### config.mk
export PLATFORM = sky130hd
export DESIGN_NAME = ex_muldiv
export DESIGN_NICKNAME = d
export VERILOG_FILES = /design/src/rtl/ex_muldiv.sv
export SDC_FILE = /design/constraint.sdc
export NUM_CORES = 1
export LEC_CHECK = 0
export CORE_UTILIZATION = 60
export DETAILED_ROUTE_END_ITERATION = 16
export PLACE_DENSITY = 0.92
export SLEW_MARGIN = 20
export SYNTH_ARGS = -nofsm -noshare
export SYNTH_HDL_FRONTEND = slang
export SYNTH_SLANG_ARGS = --single-unit
### constraint.sdc
create_clock -name clk -period 11.8 [get_ports clk]
set_input_delay 3.54 -clock clk [delete_from_list [all_inputs] [get_ports clk]]
set_output_delay 3.54 -clock clk [all_outputs]
set_load 0.05 [all_outputs]
### src/rtl/ex_muldiv.sv
// ex_muldiv: iterative radix-2 multiply/divide unit for the EX stage.
// MUL/MULH use shift-add on operand magnitudes, DIV/REM use restoring
// shift-subtract; signs are re-applied in a final FIX cycle.
// Optional build macro MULDIV_EARLY_OUT_EN: skip the 32 iterations when
// either operand is zero.
module ex_muldiv #(
   parameter int WIDTH = 32
) (
   input  logic             clk,
   input  logic             rst,
   input  logic             start,
   input  logic [1:0]       op,
   input  logic [WIDTH-1:0] src0,
   input  logic [WIDTH-1:0] src1,
   input  logic             flush,
   output logic             stall,
   output logic             done,
   output logic [WIDTH-1:0] result
);

   typedef enum logic [1:0] {IDLE, CALC, FIX, DONE} state_t;

   localparam logic [5:0] LAST_STEP = 6'(WIDTH - 1);

   state_t           state, state_nxt;
   logic [5:0]       cnt;
   logic [1:0]       op_q;
   logic             sign_a, sign_b, b_zero;
   logic [WIDTH-1:0] opnd;   // multiplicand (MUL/MULH) or divisor (DIV/REM)
   logic [WIDTH-1:0] hi;     // product high half / partial remainder
   logic [WIDTH-1:0] lo;     // multiplier / dividend, becomes product low / quotient

   logic             accept, early;
   logic [WIDTH-1:0] a_mag, b_mag;
   logic [WIDTH:0]   mul_sum, div_shl, div_diff;
   logic [2*WIDTH-1:0] prod_s;
   logic [WIDTH-1:0] quot_s, rem_s, fix_val;

   assign accept = (state == IDLE) && start && !flush;
   assign a_mag  = src0[WIDTH-1] ? -src0 : src0;
   assign b_mag  = src1[WIDTH-1] ? -src1 : src1;

`ifdef MULDIV_EARLY_OUT_EN
   assign early = (src0 == '0) || (src1 == '0);
`else
   assign early = 1'b0;
`endif

   // State register.
   always_ff @(posedge clk) begin
      if (rst) state <= IDLE;
      else     state <= state_nxt;
   end

   // Next-state logic.
   always_comb begin
      state_nxt = state;
      case (state)
         IDLE: if (accept) state_nxt = early ? FIX : CALC;
         CALC: if (flush) state_nxt = IDLE;
               else if (cnt == LAST_STEP) state_nxt = FIX;
         FIX:  state_nxt = flush ? IDLE : DONE;
         DONE: state_nxt = IDLE;
         default: state_nxt = IDLE;
      endcase
   end

   // Outputs decoded from state; stall is raised combinationally in the accept cycle.
   always_comb begin
      stall = 1'b0;
      done  = 1'b0;
      case (state)
         IDLE: stall = start && !flush;
         CALC: stall = 1'b1;
         FIX:  stall = 1'b1;
         DONE: done  = 1'b1;
         default: ;
      endcase
   end

   // One radix-2 step for each operation family, plus sign correction.
   always_comb begin
      mul_sum  = {1'b0, hi} + (lo[0] ? {1'b0, opnd} : '0);
      div_shl  = {hi, lo[WIDTH-1]};
      div_diff = div_shl - {1'b0, opnd};
      prod_s   = (sign_a ^ sign_b) ? -{hi, lo} : {hi, lo};
      quot_s   = b_zero ? '1 : ((sign_a ^ sign_b) ? -lo : lo);
      rem_s    = sign_a ? -hi : hi;
      case (op_q)
         2'b00:   fix_val = prod_s[WIDTH-1:0];
         2'b01:   fix_val = prod_s[2*WIDTH-1:WIDTH];
         2'b10:   fix_val = quot_s;
         default: fix_val = rem_s;
      endcase
   end

   // Datapath: operand capture, iteration, and result load.
   // NOTE: only cnt and result need a reset value; the working registers are
   // always loaded on accept before they are read, so they carry no reset.
   always_ff @(posedge clk) begin
      if (rst) begin
         cnt    <= '0;
         result <= '0;
      end else begin
         case (state)
            IDLE: if (accept) begin
               op_q   <= op;
               sign_a <= src0[WIDTH-1];
               sign_b <= src1[WIDTH-1];
               b_zero <= (src1 == '0);
               cnt    <= '0;
               opnd   <= op[1] ? b_mag : a_mag;
               if (early) begin
                  // Zero operand: final magnitudes are known without iterating.
                  hi <= (op[1] && src1 == '0) ? a_mag : '0;
                  lo <= (op[1] && src1 == '0) ? '1 : '0;
               end else begin
                  hi <= '0;
                  lo <= op[1] ? a_mag : b_mag;
               end
            end
            CALC: begin
               cnt <= cnt + 6'd1;
               if (op_q[1]) begin
                  if (!div_diff[WIDTH]) begin
                     hi <= div_diff[WIDTH-1:0];
                     lo <= {lo[WIDTH-2:0], 1'b1};
                  end else begin
                     hi <= div_shl[WIDTH-1:0];
                     lo <= {lo[WIDTH-2:0], 1'b0};
                  end
               end else begin
                  hi <= mul_sum[WIDTH:1];
                  lo <= {mul_sum[0], lo[WIDTH-1:1]};
               end
            end
            FIX: if (!flush) result <= fix_val;
            default: ;
         endcase
      end
   end

endmodule

==> impl_summary.md, run 1 <==
Critical path
The worst setup path is launched from an input port. Of all nets on the critical path, the largest fanout is 6. Data on the critical path arrives at its endpoint at 5.35 ns.

By startpoint and endpoint, the worst setup path is classified as in -> out. For the worst setup path, the data required time is 8.26 ns. STA classifies the critical path endpoint as an output pin. Setup slack on the worst reg-to-reg path comes out at 6.96 ns.

Global routing
The final global-route overflow total is 0. The number of antenna violations at the first check in global routing came to 0. The first-pass GRT wire length is 70,000 um. Across every metal layer, demand over resource in global routing totals 0.381. The largest net degree at the start of global routing is 65. The number of global-route vias before repair is 12,908.

Placed design
Once detailed placement completed, the half-perimeter wirelength came to 32,500 um. The count of input and output buffers is 103. Once placement completed, the tool counted placed cells totaling 1,993. The final weighted congestion of routability-driven global placement is 1.03.

Drt
The final layout contains routed wiring with a total length of 44,600 um. The remaining routing DRC violations is 0. The first routing iteration left 2,059 violations.

Dividing the detail-routed wire length by the instance count gives 22.0 um. The routed via count divided by cell count is 6.87. The length of the first detailed-routing pass in iterations is 9.

Once detail routing completed, the nets flagged for antenna violations numbered 0. The detailed router placed 13,924 vias in this run.

Cells and area
Relative to the synthesized area, the layout overhead comes to 13.3%. The area of the multi-input gates is 9260 um^2. The total inserted antenna cells is 0. In the final layout, the share of cells above drive strength 1 is 0.0401. Fill cells in the final layout number 1,625. For this run, the share of the core covered by cells in the final layout is 0.700. The count of placed standard cells in the final layout, fillers left out is 2,026. The flip-flop and latch area is 3830 um^2. The final net count is 1,878.

STA
For the final routed database, the setup TNS stands at 0 ns. The clock period minus final worst setup slack is 8.89 ns. Measured against its own limit, the worst slew margin works out to 0.274. Timing would allow up to 113 MHz. The slew of the pin with the lowest slew margin is 1.09 ns. The final number of hold-violating endpoints is 0. Setup repair after global routing left no endpoint under its margin. The count of final setup violators is 0.

The fraction of the cycle the final worst path needs is 0.753. The final max-slew violation count is 0. The largest clock skew in the final design is 0.0184 ns.

Synthesis
Yosys printed 0 warnings. Synthesis instantiated 70 different standard cells from the library. Summed over all instances, the cell type with the most area after synthesis is edfxtp_1.

The cell area after technology mapping is 13,600 um^2. The share of the Yosys chip area taken by registers is 0.282. In this run, synthesis inferred 101 flip-flops with an integrated enable. Of all flip-flops after synthesis, the portion carrying an async set or reset was 0. The synthesized area per cell is 8.04 um^2. Of the post-synthesis cell area, the dominant cell type holds 0.223.

The number of nets handed over by synthesis was 1,837. By area the synthesized netlist is led by edfxtp_1, ha_1, xor2_1. The cell count after synthesis is 1,692. The post-synthesis register bit count is 141. The most used flip-flop cell after synthesis is edfxtp_1.

Die
The site row count is 54. The number of placed I/O pins is 104. The die covers 23,300 um^2. The core region is 22,000 um^2.

The die outline width is 153 um. For this configuration, the core starts out at a cell density of 0.618. The floorplan step set the die height to 153 um.

Worst hold path
The worst hold path belongs to the class reg -> reg.

Power and ir drop
The power per unit of standard cell area is 112 nW/um^2. The reported leakage power is 6.00 nW. The highest ir drop seen on vdd is 0.0000779 V.

Clocking
The CTS tree is built. The H-tree was split into 4 levels. The clock root buffer is clkbuf_16. The number of gates given a new drive strength after cts is 0. The number of buffers added to fix hold violations after cts is 0. The clock-pin transition on the worst setup and hold timing paths is 0.07 ns.

Clock tree synthesis inserted a total of 17 buffers. The clock sink count is 141. No sink is reached through more buffers than the 2 on the longest clock path. The setup fix buffers added after clock tree synthesis is 0.

The clock insertion delay at the later pin of the skew report is 0.45 ns.

Run
Max-cap violations in this run came to 0.

Outcome
The flow ran to the end, and the final reports show no timing, DRC or antenna violations.
-- flip-flops by register name (all words and copies together) (netlist names) --
register and count:
b_zero 1, cnt 6, hi 32, lo 32, op_q 2, opnd 32
result 32, sign_a 1, sign_b 1, state 2
-- area by class of cell --
cell class,count,share of cell area
clock buffers,17,0.0276
well taps,280,0.0227
flip-flops and latches,141,0.249
repair buffers,120,0.0753
multi-input cells,1396,0.601
inverters,57,0.0139
clock inverters,15,0.0113
-- Yosys cell counts (7+ instances only) --
master	count
nand2_1	177
nor2_1	165
a21oi_1	125
o21ai_0	117
edfxtp_1	101
xor2_1	99
xnor2_1	95
clkbuf_1	85
ha_1	73
mux2i_1	71
inv_1	56
nor3_1	47
dfxtp_1	40
a21o_1	39
a31oi_1	32
nand3_1	27
o31ai_1	27
nand2b_1	23
or3_1	22
nor4_1	19
a211oi_1	17
a221oi_1	17
o41ai_1	16
or4_1	16
o211ai_1	15
nor2b_1	14
nand4_1	13
a311oi_1	12
and3_1	12
buf_1	12
o21a_1	9
o22ai_1	8
o21bai_1	7
-- worst max-delay path, cell delays in order --
cell and delay, ns:
clkdlybuf4s50_1 0.44, nand3b_1 0.32, a21oi_1 0.22, clkdlybuf4s50_1 0.82
-- placed cells by master (no fill, tap or decap), types with 39 or more instances in the layout --
| cell | netlist | routed |
|---|---|---|
| dfxtp_1 | 40 | 40 |
| nor3_1 | 47 | 47 |
| nor2_1 | 165 | 162 |
| a21oi_1 | 125 | 125 |
| clkdlybuf4s50_1 | 0 | 101 |
| ha_1 | 73 | 72 |
| nand2_1 | 177 | 177 |
| inv_1 | 56 | 56 |
| mux2i_1 | 71 | 71 |
| xor2_1 | 99 | 97 |
| edfxtp_1 | 101 | 101 |
| o21ai_0 | 117 | 117 |
| a21o_1 | 39 | 39 |
| xnor2_1 | 95 | 94 |
-- where the power goes --
part,internal [mW],switching [mW]
registers,0.574,0.0510
clock network,0.286,0.267
logic,0.208,0.347
total,1.07,0.665
-- through the flow --
| stage | area, um^2 | total power, mW | hold WS (ns) | setup WS [ns] |
|---|---|---|---|---|
| 6_report | 15400 | 1.73 | 0.452 | 2.91 |
| 5_1_grt | 15400 | 1.79 | 0.475 | 2.79 |
| 4_1_cts | 15400 | 1.71 | 0.456 | 2.92 |
| 3_5_place_dp | 14800 | 1.16 | 0.440 | 2.93 |
| 3_3_place_gp | 14800 | 1.15 | 0.437 | 2.97 |
| 2_1_floorplan | 13600 | 0.989 | 0.476 | 3.68 |
-- metal layers --
metal  part of all wire  routed length, um  GRT usage
met2               0.44              19800      0.608
met5                  0                  0          0
met1               0.38              17000      0.487
met4              0.052               2340      0.186
met3               0.12               5440     0.0867
-- worst paths after layout --
path              cells after the start                     from                 endpoint
hold / removal                        1  result[22]$_SDFFE_PP0P_  result[22]$_SDFFE_PP0P_
hold reg to reg                       1  result[22]$_SDFFE_PP0P_  result[22]$_SDFFE_PP0P_
setup / recovery                      4                    flush                    stall
setup reg to reg                     13          lo[0]$_DFFE_PP_  result[22]$_SDFFE_PP0P_
-- logic make-up (layout without fill, tap and decap cells) --
logic type,after synthesis,in the layout,synth area share
DFF,141,141,0.282
buffers and inverters,155,209,0.0428
and+or+nand+nor,564,564,0.195
xor gates and xnor gates,194,194,0.125
muxes,71,71,0.0522
adders and majority gates,75,75,0.0701
AOI/OAI and AO/OA,492,492,0.234
Note: power is estimated with default switching activity, not from simulation.
==> inputs of run 2 (changes only) <==
--- a/config.mk
+++ b/config.mk
@@ -5,9 +5,9 @@
 export SDC_FILE = /design/constraint.sdc
 export NUM_CORES = 1
 export LEC_CHECK = 0
-export CORE_UTILIZATION = 60
+export CORE_UTILIZATION = 55
 export DETAILED_ROUTE_END_ITERATION = 16
-export PLACE_DENSITY = 0.92
+export PLACE_DENSITY = 0.89
 export SLEW_MARGIN = 20
 export SYNTH_ARGS = -nofsm -noshare
 export SYNTH_HDL_FRONTEND = slang
==> constraint.sdc (replaced) <==
create_clock -name clk -period 7.2 [get_ports clk]
set_input_delay 2.16 -clock clk [delete_from_list [all_inputs] [get_ports clk]]
set_output_delay 2.16 -clock clk [all_outputs]
set_load 0.05 [all_outputs]
==> impl_summary.md, run 2 (synthesis gave the netlist of run 1 again) <==
STA
The final number of hold-violating endpoints is 0 (unchanged). The tightest hold margin is 0.453 ns (was 0.452 ns). The slew of the pin with the lowest slew margin is 1.10 ns (was 1.09 ns). The fraction of the cycle the final worst path needs is 0.853. The final worst-path setup slack is 1.06 ns (was 2.91 ns).

Setup repair after global routing missed its margin: false (unchanged). The largest clock skew in the final design was 0.0178 ns (was 0.0184 ns). The clock period could shrink to 6.14 ns.

The count of final setup violators is 0 (unchanged). The normalized max-slew margin was 0.264 (was 0.274). The final max-slew violation count is 0 (unchanged). The peak clock frequency supported by timing is 163 MHz. The sum of negative setup slack is 0 ns (unchanged).

Power and ir drop
The highest ir drop seen on vdd was 0.000123 V (was 0.0000779 V). The reported leakage power came to 6.02 nW (was 6.00 nW). The power per unit of standard cell area came to 185 nW/um^2 (was 112 nW/um^2). The sum of internal, switching and leakage power is 2.87 mW (was 1.73 mW).

Drt
The via total after detailed routing is 13,942 (was 13,924). The length of the first detailed-routing pass in iterations was 6 (was 9). The total wire length is 45,800 um (was 44,600 um). The count of nets left with antenna violations after detail routing is 0 (unchanged).

The routed via count divided by cell count is 6.73 (was 6.87). The detailed router's first-iteration violation count came to 1,914 (was 2,059). The remaining routing DRC violations is 0 (unchanged).

The post-detailed-route wirelength per cell is 22.1 um (was 22.0 um).

Global routing
The number of antenna violations at the first check in global routing came to 0 (unchanged). The largest net degree at the start of global routing is 57 (was 65). The number of global-route vias before repair was 12,941 (was 12,908).

The global-route total usage across every layer was 0.355 (was 0.381). The first-pass GRT wire length is 71,000 um (was 70,000 um). The final global-route overflow total came to 0 (unchanged).

Critical path
The beginning of the critical path was flush (unchanged). The depth of the worst register-to-register path is 14 (was 13). The start of the worst register-to-register path was lo[31]$_DFFE_PP_ (was lo[0]$_DFFE_PP_). The library cell appearing most often on the critical path is clkdlybuf4s50_1 (unchanged). The nature of the critical path endpoint is an output pin (unchanged). The endpoint of the most critical setup path is stall (unchanged).

The element type at the critical path start is an input port (unchanged). The library cell contributing the largest single delay on the critical path is clkdlybuf4s50_1 (unchanged). Cell chain of the critical path: clkdlybuf4s50_1 > nand3b_1 > a21oi_1 > clkdlybuf4s50_1 (unchanged). The required time at the endpoint of the critical path is 5.04 ns (was 8.26 ns). The type of the worst setup path was in -> out (unchanged). The end of the worst register-to-register path is hi[24]$_SDFFCE_PN0P_ (was result[22]$_SDFFE_PP0P_).

The endpoint arrival time on the critical path is 3.98 ns (was 5.35 ns). The longest individual stage delay on the worst path is 0.82 ns (about the same). The maximum fanout along the worst path is 6 (unchanged). The register-to-register setup slack came to 2.51 ns (was 6.96 ns).

Placed design
The final weighted congestion of routability-driven global placement came to 1.03 (about the same). The count of input and output buffers is 103 (unchanged). The total half-perimeter wirelength after legalization and detailed placement is 33,200 um (was 32,500 um).

The number of cells after detailed placement is 2,039 (was 1,993). The worst setup slack after placement came to 1.06 ns (was 2.93 ns).

Clocking
The clock sink count is 141 (unchanged). The setup fix buffers added after clock tree synthesis is 0 (unchanged). The number of buffers added to fix hold violations after cts is 0 (unchanged). The clock-pin transition on the worst setup and hold timing paths is 0.07 ns (about the same). The clock root buffer is clkbuf_16 (unchanged). The number of H-tree levels is 4 (unchanged).

The clock insertion delay at the later pin of the skew report is 0.45 ns (about the same). The clock buffer count from CTS came to 17 (unchanged). The number of gates given a new drive strength after cts is 0 (unchanged). The maximum clock path buffer count is 2 (unchanged). The CTS tree was built (unchanged).

Die
The die extent in y is 159 um (was 153 um). The die outline width came to 159 um (was 153 um). The initial standard-cell utilization of the core is 0.560 (was 0.618). The die outline area was 25,400 um^2 (was 23,300 um^2). The site row count is 57 (was 54). The standard cell core area is 24,300 um^2 (was 22,000 um^2). The number of placed I/O pins is 104 (unchanged).

Worst hold path
The worst hold-check path type is reg -> reg (unchanged).

Outcome
Run status: finished clean (unchanged).

Cells and area
The share of post-route cells with drive strength above 1 is 0.0418 (was 0.0401). The count of placed standard cells in the final layout, fillers left out is 2,072 (was 2,026). The number of filler instances in the final layout is 1,959 (was 1,625). The most common library cell in the layout ignoring fill and taps is nand2_1 (unchanged).

The final net count is 1,880 (was 1,878). The flip-flop and latch area is 3830 um^2 (unchanged). The synthesis-to-layout area growth came to 13.7% (was 13.3%).

Commonest non-fill, non-tap cells in the layout: nand2_1, nor2_1, a21oi_1 (unchanged). The area of the multi-input gates was 9250 um^2 (was 9260 um^2). The total inserted antenna cells was 0 (unchanged).

Run
The number of max-capacitance violations reported is 0 (unchanged).
-- run 2: worst min path at each step --
stage / cells past startpoint / from / to
floorplan: 2 / cnt[5]$_SDFFE_PP0P_ / cnt[5]$_SDFFE_PP0P_
global placement: 1 / result[22]$_SDFFE_PP0P_ / result[22]$_SDFFE_PP0P_
detailed placement: 1 / result[22]$_SDFFE_PP0P_ / result[22]$_SDFFE_PP0P_
CTS: 1 / result[22]$_SDFFE_PP0P_ / result[22]$_SDFFE_PP0P_
global route: 1 / result[20]$_SDFFE_PP0P_ / result[20]$_SDFFE_PP0P_
finish: 1 / result[20]$_SDFFE_PP0P_ / result[20]$_SDFFE_PP0P_
-- run 2: critical path: cells and delay by family --
family                 cells  cell delay [ns]
buffers and inverters      2             1.28
AND/OR/NAND/NOR            1             0.33
AO/OA/AOI/OAI              1             0.21
-- run 2: where the power goes --
group | internal (mW) | leakage [nW] | switching [mW]
sequential | 0.940 | 1.26 | 0.0847
clock | 0.489 | 0.300 | 0.446
combinational | 0.341 | 4.47 | 0.568
-- run 2: routing by layer --
metal / vias to the layer above / wire [um] / GRT usage
met3: 164 / 5290 / 0.0599
met2: 990 / 20200 / 0.560
met4: 0 / 2350 / 0.180
met5: - / 0 / 0
li1: 6308 / - / -
met1: 6480 / 18000 / 0.470
-- run 2: layout make-up --
type | count | area share
clock buffers | 18 | 0.0291
clock inverters | 14 | 0.0102
inverters | 57 | 0.0138
multi-input cells | 1396 | 0.597
flip-flops and latches | 141 | 0.248
well taps | 324 | 0.0262
repair buffers | 122 | 0.0757
-- run 2: stage by stage --
step | util | cell area [um^2]
5_1_grt | 0.637 | 15500
2_1_floorplan | - | 13600
3_5_place_dp | 0.611 | 14900
3_3_place_gp | 0.611 | 14900
4_1_cts | 0.636 | 15500
6_report | 0.637 | 15500
